$ cat config.mk
export PLATFORM = sky130hd
export DESIGN_NAME = pwm_multi_core
export DESIGN_NICKNAME = d
export VERILOG_FILES = /design/src/rtl/pwm_pkg.sv /design/src/rtl/pwm_channel.sv /design/src/rtl/pwm_multi_core.sv
export SDC_FILE = /design/constraint.sdc
export NUM_CORES = 1
export LEC_CHECK = 0
export BUFFER_PORTS_ARGS = -buffer_cell sky130_fd_sc_hd__buf_2
export CAP_MARGIN = 20
export CORE_MARGIN = 1.5
export CORE_UTILIZATION = 45
export DETAILED_ROUTE_END_ITERATION = 6
export GPL_ROUTABILITY_DRIVEN = 0
export PLACE_DENSITY = 0.67
export SYNTH_ARGS = -nofsm -noshare
export SYNTH_HDL_FRONTEND = slang
export SYNTH_SLANG_ARGS = --single-unit
$ cat constraint.sdc
create_clock -name clk -period 9.96 [get_ports clk]
set_clock_uncertainty 0.2 [all_clocks]
set_input_delay 0.996 -clock clk [delete_from_list [all_inputs] [get_ports clk]]
set_output_delay 0.996 -clock clk [all_outputs]
set_load 0.01 [all_outputs]
$ cat src/rtl/pwm_pkg.sv
// Shared constants and types for the multi-channel PWM core.
package pwm_pkg;

  localparam logic MODE_EDGE   = 1'b0;
  localparam logic MODE_CENTER = 1'b1;

  localparam int N_CH_DEF  = 4;
  localparam int CNT_W_DEF = 16;

  typedef enum logic {
    DIR_UP   = 1'b0,
    DIR_DOWN = 1'b1
  } dir_t;

endpackage

$ cat src/rtl/pwm_channel.sv
// One PWM compare channel: external duty capture, shadowed duty, compare,
// polarity/enable gating and the registered output.
module pwm_channel
  import pwm_pkg::*;
#(
  parameter int CNT_W = CNT_W_DEF
) (
  input  logic             clk,
  input  logic             rst,
  input  logic [CNT_W-1:0] cnt,
  input  logic             shadow_load,
  input  logic             active,
  input  logic [CNT_W-1:0] duty_reg,
  input  logic             duty_sel,
  input  logic [CNT_W-1:0] i_dc,
  input  logic             i_dc_valid,
  input  logic             ch_en,
  input  logic             pol,
  output logic             pwm
);

  logic [CNT_W-1:0] dc_hold;
  logic [CNT_W-1:0] duty_sh;
  logic             raw;

  assign raw = (cnt < duty_sh);

  always_ff @(posedge clk or negedge rst) begin
    if (!rst) begin
      dc_hold <= '0;
      duty_sh <= '0;
      pwm     <= 1'b0;
    end else begin
      if (i_dc_valid) begin
        dc_hold <= i_dc;
      end
      // Shadow sees the pre-capture dc_hold when a capture coincides with a wrap.
      if (shadow_load) begin
        duty_sh <= duty_sel ? dc_hold : duty_reg;
      end
      pwm <= (active && ch_en) ? (raw ^ pol) : pol;
    end
  end

endmodule

$ cat src/rtl/pwm_multi_core.sv
// Multi-channel PWM: shared edge/center-aligned period counter with shadowed
// period/mode, driving N_CH pwm_channel compare units.
module pwm_multi_core
  import pwm_pkg::*;
#(
  parameter int N_CH  = N_CH_DEF,
  parameter int CNT_W = CNT_W_DEF
) (
  input  logic                  clk,
  input  logic                  rst,
  input  logic                  core_en,
  input  logic                  cnt_en,
  input  logic                  mode,
  input  logic [CNT_W-1:0]      period_reg,
  input  logic [N_CH*CNT_W-1:0] duty_reg,
  input  logic [N_CH-1:0]       duty_sel,
  input  logic [N_CH*CNT_W-1:0] i_dc,
  input  logic [N_CH-1:0]       i_dc_valid,
  input  logic [N_CH-1:0]       ch_en,
  input  logic [N_CH-1:0]       pol,
  output logic [N_CH-1:0]       o_pwm,
  output logic                  o_period_end,
  output logic [CNT_W-1:0]      o_cnt
);

  logic [CNT_W-1:0] cnt_reg;
  logic [CNT_W-1:0] cnt_next;
  logic [CNT_W-1:0] period_sh;
  logic             mode_sh;
  dir_t             dir_reg;
  dir_t             dir_next;
  logic             period_end_reg;
  logic             run;
  logic             wrap;
  logic             shadow_load;

  assign run = core_en && (period_sh != '0);

  always_comb begin
    cnt_next = cnt_reg;
    dir_next = dir_reg;
    if (!run) begin
      cnt_next = '0;
      dir_next = DIR_UP;
    end else if (cnt_en) begin
      if (mode_sh == MODE_EDGE) begin
        cnt_next = (cnt_reg >= period_sh - 1'b1) ? '0 : cnt_reg + 1'b1;
        dir_next = DIR_UP;
      end else if (dir_reg == DIR_UP && cnt_reg < period_sh) begin
        cnt_next = cnt_reg + 1'b1;
      end else begin
        cnt_next = cnt_reg - 1'b1;
        dir_next = DIR_DOWN;
      end
      if (cnt_next == '0) begin
        dir_next = DIR_UP;
      end
    end
  end

  // Disabled or zero-period cores reload shadows every cycle so that a
  // restart picks up the latest register values immediately.
  assign wrap        = cnt_en && (cnt_next == '0);
  assign shadow_load = wrap || !core_en || (period_sh == '0);

  always_ff @(posedge clk or negedge rst) begin
    if (!rst) begin
      cnt_reg        <= '0;
      dir_reg        <= DIR_UP;
      period_sh      <= '0;
      mode_sh        <= MODE_EDGE;
      period_end_reg <= 1'b0;
    end else begin
      cnt_reg        <= cnt_next;
      dir_reg        <= dir_next;
      period_end_reg <= run && wrap;
      if (shadow_load) begin
        period_sh <= period_reg;
        mode_sh   <= mode;
      end
    end
  end

  assign o_cnt        = cnt_reg;
  assign o_period_end = period_end_reg;

  generate
    for (genvar gi = 0; gi < N_CH; gi++) begin : g_ch
      pwm_channel #(
        .CNT_W(CNT_W)
      ) u_ch (
        .clk        (clk),
        .rst        (rst),
        .cnt        (cnt_reg),
        .shadow_load(shadow_load),
        .active     (run),
        .duty_reg   (duty_reg[gi*CNT_W +: CNT_W]),
        .duty_sel   (duty_sel[gi]),
        .i_dc       (i_dc[gi*CNT_W +: CNT_W]),
        .i_dc_valid (i_dc_valid[gi]),
        .ch_en      (ch_en[gi]),
        .pol        (pol[gi]),
        .pwm        (o_pwm[gi])
      );
    end
  endgenerate

endmodule
==> metrics.md, run 1 <==
| Metric | Value |
|---|---|
| Result of the run | `completed` |
| Worst setup timing slack at the placement stage | `~3.7 ns` |
| Fraction of final layout cells with drive strength greater than 1 | `0.266` |
| Post-synth top area cell | `sky130_fd_sc_hd__dfrtp_1` |
| Die Width | `155 µm` |
| Req. time, crit path | `a little over 10 ns` |
| Detail Route Antenna Nets | `0` |
| 1st-iter DRT viols | `roughly 350` |
| Post-synth EDFFs | `0` |
| Area Growth Syn to Fin | `16.9%` |
| # Post-CTS Setup Buffers | `0` |
| Total Wirelength | `roughly 26 mm` |
| Pre-antenna DRT Iters | `5` |
| Global route overflow | `0` |
| Die footprint | `between 20,000 and 25,000 µm²` |
| Footprint of the multi-input gates | `roughly 5600 µm²` |
| Fraction of the yosys area taken by sequential cells | `0.403` |
| Starting Density | `0.458` |
| Clock transition at the register clock pins on the worst setup and hold paths after CTS | `about 0.07 ns` |
| HPWL Detailed | `approximately 18 mm` |
| Most instantiated cells after synthesis | `167 x sky130_fd_sc_hd__dfrtp_1, 125 x sky130_fd_sc_hd__mux2i_1, 95 x sky130_fd_sc_hd__ha_1` |
| Combinational family with the most area after synthesis | `multiplexers` |
| Flip-flop and latch count after synthesis | `roughly 170` |
| Total count of hold-check failures in the final report | `0` |
| Number of buffer cells added on primary ports | `about 190` |
| Antenna violations before repair | `2` |
| Xor and xnor fraction of the mapped netlist area | `0.0330` |
| Layout filler cell count | `a little over 2,000` |
| Number of unique standard cell types used by synthesis | `62` |
| Hold buffer count at CTS | `0` |
| Number of global-route vias before repair | `7,899` |
| Post-route clock period utilization | `0.635` |
| Post-synthesis share of cell area spent on full adders, half adders and majority gates | `0.115` |
| CTS Buffer Depth | `2` |
| Largest cells by area after synthesis | `sky130_fd_sc_hd__dfrtp_1 40%, sky130_fd_sc_hd__mux2i_1 12%, sky130_fd_sc_hd__ha_1 11%` |
| Final TNS setup | `0 ns` |
| Fraction of power consumed by sequential logic | `0.421` |
| Top fanout value on the critical path | `between 50 and 60` |
| Slew headroom | `0.365` |
| Portion of synthesized cell area occupied by the leading cell type | `0.403` |
| Chip Height | `between 150 and 200 µm` |
| Proportion of total power due to net switching | `0.295` |
| Registers with the most flip-flops | `g_ch.u_ch.dc_hold: 64 flops, g_ch.u_ch.duty_sh: 64 flops` |
| Clock latency reported for the late side of the worst-skew pair | `around 0.43 ns` |
| Most used flip-flop cell after synthesis | `sky130_fd_sc_hd__dfrtp_1` |
| Number of clock sinks | `between 150 and 200` |
| Area fraction in compound gates after synthesis | `0.0864` |
| Pin count of the biggest net entering global routing | `just over 60` |
| Maximum ir drop on the vdd rail | `approximately 110 µV` |
| Async set-or-reset flop fraction in the synthesized netlist | `1.00` |
| Multiplexer area fraction after synthesis | `0.216` |
| Global-route wire length before repair | `between 40 and 50 mm` |
| Number of placed I/O pins | `around 190` |
| Final period demand of the worst path | `about 6.3 ns` |
| Post-Syn Instances | `965` |
| Quantity of gates resized following cts | `0` |
| CTS tree | `done` |
| Number of max-capacitance violations reported | `0` |
| Type of the worst min-delay path | `flip-flop to flip-flop` |
| RSZ-0062 raised after global routing | `no` |
| Number of remaining DRC errors | `0` |
| Core Footprint | `22,600 µm²` |
| Final setup fails | `0` |
| Max Clock Freq | `about 160 MHz` |
| Layout net count | `1,389` |
| Internal power of the cells | `1.37 mW` |
| Number of warnings printed during yosys synthesis | `0` |
| Sequential cell area in the final layout | `4180 µm²` |
| Clk Tree Root Cell | `sky130_fd_sc_hd__clkbuf_16` |
| Count of standard-cell rows | `55` |
| Total vias in the final route | `7,805` |
| Total power divided by cell area | `roughly 160 nW/µm²` |
| Per-cell routed wire length | `18.0 µm` |
| Overall global routing resource usage | `0.224` |
| Maximum level of the CTS H-tree | `4` |
| Clock network power share | `0.357` |
| Mean number of vias per cell | `roughly 5.5` |
| PnR worst setup slack | `about 3.6 ns` |
| Actual transition at the worst max-transition pin | `0.952 ns` |
| Share of synthesized cell area in and, or, nand and nor gates | `0.0911` |
| Syn avg cell area | `about 11 µm²` |
| Dominant cell by count in the synthesized netlist | `sky130_fd_sc_hd__dfrtp_1` |
| Net Count, Synth | `~1,200` |
| Critical setup path kind | `flip-flop to flip-flop` |
| TritonCTS Buffers | `17` |
| Combinational share of power | `0.222` |
| Startpoint type of the worst setup path | `flip-flop` |
| Synthesized cell area | `between 10,000 and 15,000 µm²` |
| Reported net switching power | `570 µW` |
| Leak pwr | `about 6.2 nW` |
| Endpoint class of the critical path | `flip-flop` |
| Number of pins with negative max-slew slack in the final report | `0` |
| Data arrival at the endpoint of the critical path | `around 6.4 ns` |
critical path: stages (launching register included):
cell and delay (ns):
sky130_fd_sc_hd__dfrtp_1 0.42, sky130_fd_sc_hd__nor3_1 0.35, sky130_fd_sc_hd__nand4_1 0.23, sky130_fd_sc_hd__nand2b_1 0.25, sky130_fd_sc_hd__nor3_1 0.26, sky130_fd_sc_hd__xnor2_1 0.11, sky130_fd_sc_hd__ha_1 0.31, sky130_fd_sc_hd__nand4_1 0.17
sky130_fd_sc_hd__or2_2 0.34, sky130_fd_sc_hd__a2111oi_0 0.65, sky130_fd_sc_hd__or4_1 0.28, sky130_fd_sc_hd__o21ai_2 0.12, sky130_fd_sc_hd__a221oi_1 0.38, sky130_fd_sc_hd__and4b_1 0.24, sky130_fd_sc_hd__and4_1 0.24, sky130_fd_sc_hd__a21o_4 0.46
sky130_fd_sc_hd__buf_4 0.75, sky130_fd_sc_hd__mux2_1 0.39
cell usage in the layout, fill, tap and decap left out, drive strengths merged, types with 10 or more instances in the layout:
master and n:
a211oi 10, a21o 20, a21oi 39, buf 196
clkbuf 18, dfrtp 167, ha 95, inv 89
mux2 88, mux2i 125, nand2 41, nand3 14
nand4 10, nor2 40, nor2b 10, nor3 19
o21ai 21, xnor2 29, xor2 10
per-stage QoR:
step           instance area [µm²]   util  std cells  power, mW  hold WS (ns)
2_1_floorplan                10400      -        965       1.12         0.259
3_3_place_gp                 11500  0.508       1395       1.24         0.268
3_5_place_dp                 11500  0.508       1395       1.26         0.280
4_1_cts                      12100  0.535       1426       1.96         0.294
5_1_grt                      12100  0.535       1426       2.05         0.311
6_report                     12100  0.535       1428       1.94         0.289
worst paths after layout:
| kind | from | to | slack, ns | cells past startpoint |
|---|---|---|---|---|
| hold reg to reg | g_ch[3].u_ch.duty_sh[0] | g_ch[3].u_ch.duty_sh[0] | 0.29 | 1 |
| setup reg to reg | period_sh[2] | period_sh[3] | 3.63 | 17 |
| setup / recovery | period_sh[2] | period_sh[3] | 3.63 | 17 |
| hold / removal | g_ch[3].u_ch.duty_sh[0] | g_ch[3].u_ch.duty_sh[0] | 0.29 | 1 |
| max in group asynchronous | rst | g_ch[2].u_ch.duty_sh[0] | 8.05 | 2 |
| min in group asynchronous | rst | period_sh[4] | 0.33 | 1 |
power groups by stage:
stage / clock, mW / sequential [mW] / combinational, mW
after floorplan: 0 / 0.810 / 0.308
after global placement: 0 / 0.824 / 0.416
after detailed placement: 0 / 0.828 / 0.428
after CTS: 0.706 / 0.816 / 0.433
after global routing: 0.735 / 0.826 / 0.489
final: 0.691 / 0.816 / 0.430
metal layers:
layer / vias to the layer above / GRT usage / part of all wire / routed length, µm
met3: 35 / 0.0474 / 0.061 / 1580
met2: 258 / 0.365 / 0.46 / 11900
met5: - / 0 / 0 / 0
met4: 0 / 0.0737 / 0.018 / 473
li1: 3758 / - / - / -
met1: 3754 / 0.298 / 0.46 / 11800
cell type report:
type / count / area share
inverters: 85 / 0.0263
diodes: 2 / 0.000413
clock inverters: 13 / 0.0141
well taps: 285 / 0.0294
flip-flops and latches: 167 / 0.345
repair buffers: 196 / 0.0838
multi-input cells: 662 / 0.465
clock buffers: 18 / 0.0363
logic make-up after synthesis:
kind of cell               after synthesis
AOI/OAI and AO/OA                      133
xor gates and xnor gates                39
adders and majority gates               95
buffers and inverters                  136
DFF                                    167
muxes                                  213
and+or+nand+nor                        182
Power figures use the tool's default switching activity.
==> run 2, diff against run 1 <==
- ABC_AREA: not set -> 1
- PLACE_DENSITY: 0.67 -> 0.66
- clock period: 9.96 -> 5.9 ns (I/O delays scaled with it)
==> metrics.md, run 2 <==
| Metric | Value |
|---|---|
| Pre-antenna DRT Iters | `5` |
| Final TNS setup | `0 ns` |
| Reported net switching power | `about 1.1 mW` |
| Pin count of the biggest net entering global routing | `67` |
| Syn avg cell area | `approximately 7.5 µm²` |
| Count of standard-cell rows | `a little under 60` |
| Registers with the most flip-flops | `g_ch.u_ch.dc_hold: 64 flops, g_ch.u_ch.duty_sh: 64 flops` |
| Data arrival at the endpoint of the critical path | `about 5.1 ns` |
| TritonCTS Buffers | `17` |
| Post-synth EDFFs | `0` |
| Number of max-capacitance violations reported | `0` |
| Library cell contributing the largest single delay on the critical path | `sky130_fd_sc_hd__buf_4` |
| Global-route wire length before repair | `48.3 mm` |
| Maximum level of the CTS H-tree | `4` |
| Share of synthesized cell area in and, or, nand and nor gates | `0.296` |
| CTS tree | `done` |
| Total vias in the final route | `about 10,000` |
| Total count of hold-check failures in the final report | `0` |
| Mean number of vias per cell | `5.05` |
| Die Width | `about 160 µm` |
| Startpoint type of the worst setup path | `flip-flop` |
| Number of global-route vias before repair | `about 9,500` |
| Most used flip-flop cell after synthesis | `sky130_fd_sc_hd__dfrtp_1` |
| PnR worst setup slack | `between 0.9 and 1 ns` |
| Clock transition at the register clock pins on the worst setup and hold paths after CTS | `~0.070 ns` |
| Layout filler cell count | `around 2,400` |
| Largest cells by area after synthesis | `sky130_fd_sc_hd__dfrtp_1 37%, sky130_fd_sc_hd__nand2_1 13%, sky130_fd_sc_hd__ha_1 10%` |
| Hold buffer count at CTS | `1` |
| HPWL Detailed | `~21 mm` |
| Req. time, crit path | `~6 ns` |
| Most frequent cell on the critical path | `sky130_fd_sc_hd__nand2_1` |
| Quantity of gates resized following cts | `0` |
| Number of pins with negative max-slew slack in the final report | `0` |
| Post-synth top area cell | `sky130_fd_sc_hd__dfrtp_1` |
| Antenna violations before repair | `0` |
| Area fraction in compound gates after synthesis | `0.106` |
| Combinational family with the most area after synthesis | `simple AND/OR/NAND/NOR gates` |
| Number of clock sinks | `167` |
| Worst setup timing slack at the placement stage | `between 1 and 1.5 ns` |
| Fraction of power consumed by sequential logic | `0.412` |
| Post-synthesis share of cell area spent on full adders, half adders and majority gates | `0.104` |
| Async set-or-reset flop fraction in the synthesized netlist | `1.00` |
| Actual transition at the worst max-transition pin | `between 1 and 1.5 ns` |
| Detail Route Antenna Nets | `0` |
| Diodes inserted | `0` |
| Final period demand of the worst path | `4.93 ns` |
| Clock network power share | `0.318` |
| Type of the worst min-delay path | `input port to flip-flop` |
| Die footprint | `~26,000 µm²` |
| Max Clock Freq | `about 200 MHz` |
| Per-cell routed wire length | `14.8 µm` |
| Power, Total | `3.31 mW` |
| Core Footprint | `around 25,000 µm²` |
| CTS Buffer Depth | `2` |
| Dominant cell by count in the synthesized netlist | `sky130_fd_sc_hd__nand2_1` |
| Non-Filler Cell Area, Final | `between 10,000 and 15,000 µm²` |
| RSZ-0062 raised after global routing | `no` |
| Clock latency reported for the late side of the worst-skew pair | `roughly 0.43 ns` |
| Top fanout value on the critical path | `64` |
| Fraction of the yosys area taken by sequential cells | `0.366` |
| Flip-flop and latch count after synthesis | `between 150 and 200` |
| Inst Count DP | `between 1,500 and 2,000` |
| Number of warnings printed during yosys synthesis | `0` |
| Proportion of total power due to net switching | `0.344` |
| # Post-CTS Setup Buffers | `0` |
| 1st-iter DRT viols | `between 600 and 700` |
| Maximum ir drop on the vdd rail | `~160 µV` |
| Critical setup path kind | `flip-flop to flip-flop` |
| Area post-placement | `12,500 µm²` |
| Total power divided by cell area | `254 nW/µm²` |
| Delay of the slowest cell on the worst path | `about 0.79 ns` |
| Number of remaining DRC errors | `0` |
| Internal power of the cells | `2.17 mW` |
| Top cell family by delay on the critical path | `simple AND/OR/NAND/NOR gates` |
| Starting Density | `0.456` |
| Number of unique standard cell types used by synthesis | `42` |
| Overall global routing resource usage | `0.232` |
| Synthesized cell area | `roughly 11,000 µm²` |
| Post-Syn Instances | `about 1,500` |
| Most instantiated cells after synthesis | `406 x sky130_fd_sc_hd__nand2_1, 206 x sky130_fd_sc_hd__inv_1, 167 x sky130_fd_sc_hd__dfrtp_1` |
| Most common cell after layout, fill and taps aside | `sky130_fd_sc_hd__nand2_1` |
| Combinational share of power | `0.270` |
| Clk Tree Root Cell | `sky130_fd_sc_hd__clkbuf_16` |
| Leak pwr | `slightly above 7 nW` |
| Layout net count | `just under 2,000` |
| Fraction of final layout cells with drive strength greater than 1 | `0.194` |
| Net Count, Synth | `roughly 1,800` |
| Slew headroom | `0.308` |
| Final setup fails | `0` |
| Worst Path Buf+Inv | `4` |
| Multiplexer area fraction after synthesis | `0` |
| Final Instance Count excl. Fillers | `2,011` |
| Chip Height | `between 150 and 200 µm` |
| Total Wirelength | `about 30 mm` |
| Global route overflow | `0` |
| Leading cell types in the layout, fill and taps excluded | `406 x sky130_fd_sc_hd__nand2_1, 206 x sky130_fd_sc_hd__inv_1, 184 x sky130_fd_sc_hd__buf_2` |
| Portion of synthesized cell area occupied by the leading cell type | `0.366` |
| Xor and xnor fraction of the mapped netlist area | `0.0222` |
| Endpoint class of the critical path | `flip-flop` |
| Number of placed I/O pins | `186` |
| Result of the run | `completed` |
| Post-route clock period utilization | `0.835` |
| Number of buffer cells added on primary ports | `185` |
| Area Growth Syn to Fin | `14.3%` |
run 2: cell types whose count changed after synthesis, moves of 60 or more:
cell                      change
sky130_fd_sc_hd__mux2i_1    -125
sky130_fd_sc_hd__mux2_2      -69
sky130_fd_sc_hd__o21ai_0     +60
sky130_fd_sc_hd__nor2_1      +84
sky130_fd_sc_hd__nand2_1    +365
sky130_fd_sc_hd__nand3_2     +72
sky130_fd_sc_hd__a21oi_1     +86
sky130_fd_sc_hd__inv_1      +121
run 2: worst reg2reg max path, delay by kind of cell, from the launching register on:
kind,cells,cell delay [ns]
XOR/XNOR,1,0.17
AO/OA/AOI/OAI,2,0.26
buffers and inverters,4,1.11
AND/OR/NAND/NOR,19,2.45
flip-flops,1,0.40
adder cells (fa/ha/maj),1,0.27
run 2: path summary, 6_finish.rpt:
path / startpoint / endpoint / slack (ns) / cells after the start
min in group asynchronous: rst / period_sh[13] / 0.51 / 2
min: pol[2] / g_ch[2].u_ch.pwm / 0.14 / 2
max: period_sh[2] / g_ch[3].u_ch.duty_sh[11] / 0.97 / 27
max in group asynchronous: rst / g_ch[2].u_ch.dc_hold[0] / 3.77 / 3
min reg2reg: g_ch[1].u_ch.duty_sh[0] / g_ch[1].u_ch.duty_sh[0] / 0.31 / 2
max reg2reg: period_sh[2] / g_ch[3].u_ch.duty_sh[11] / 0.97 / 27
run 2: cell type report:
| type | instances | area [µm²] | area share |
|---|---|---|---|
| Sequential cell | 167 | 4180 | 0.320 |
| Inverter | 215 | 811 | 0.0621 |
| Multi-Input combinational cell | 1066 | 6040 | 0.462 |
| Clock buffer | 21 | 460 | 0.0353 |
| Timing Repair Buffer | 201 | 1070 | 0.0817 |
| Tap cell | 330 | 413 | 0.0316 |
| Clock inverter | 11 | 88.8 | 0.00680 |
run 2: kinds of logic after synthesis:
kind of cell | Yosys count
flip-flops | 167
buffers and inverters | 285
adder cells (fa/ha/maj) | 95
AND/OR/NAND/NOR | 714
AO/OA/AOI/OAI | 228
XOR/XNOR | 29
run 2: power by group through the flow:
stage,clock network (mW),registers (mW),logic [mW]
finish,1.05,1.36,0.894
global route,1.12,1.38,1.03
CTS,1.08,1.36,0.895
detailed placement,0,1.39,0.888
global placement,0,1.38,0.866
floorplan,0,1.36,0.625
run 2: metrics by stage:
step / util / hold slack (ns)
after global routing: 0.522 / 0.137
after detailed placement: 0.499 / 0.295
after CTS: 0.522 / 0.135
after global placement: 0.499 / 0.292
final: 0.522 / 0.144
after floorplan: - / 0.0944
run 2: routing by layer:
metal,vias to the layer above,track usage,routed length (µm)
li1,5170,-,-
met2,316,0.378,13600
met5,-,0,0
met3,37,0.0331,1780
met4,0,0.0713,528
met1,4632,0.319,13900
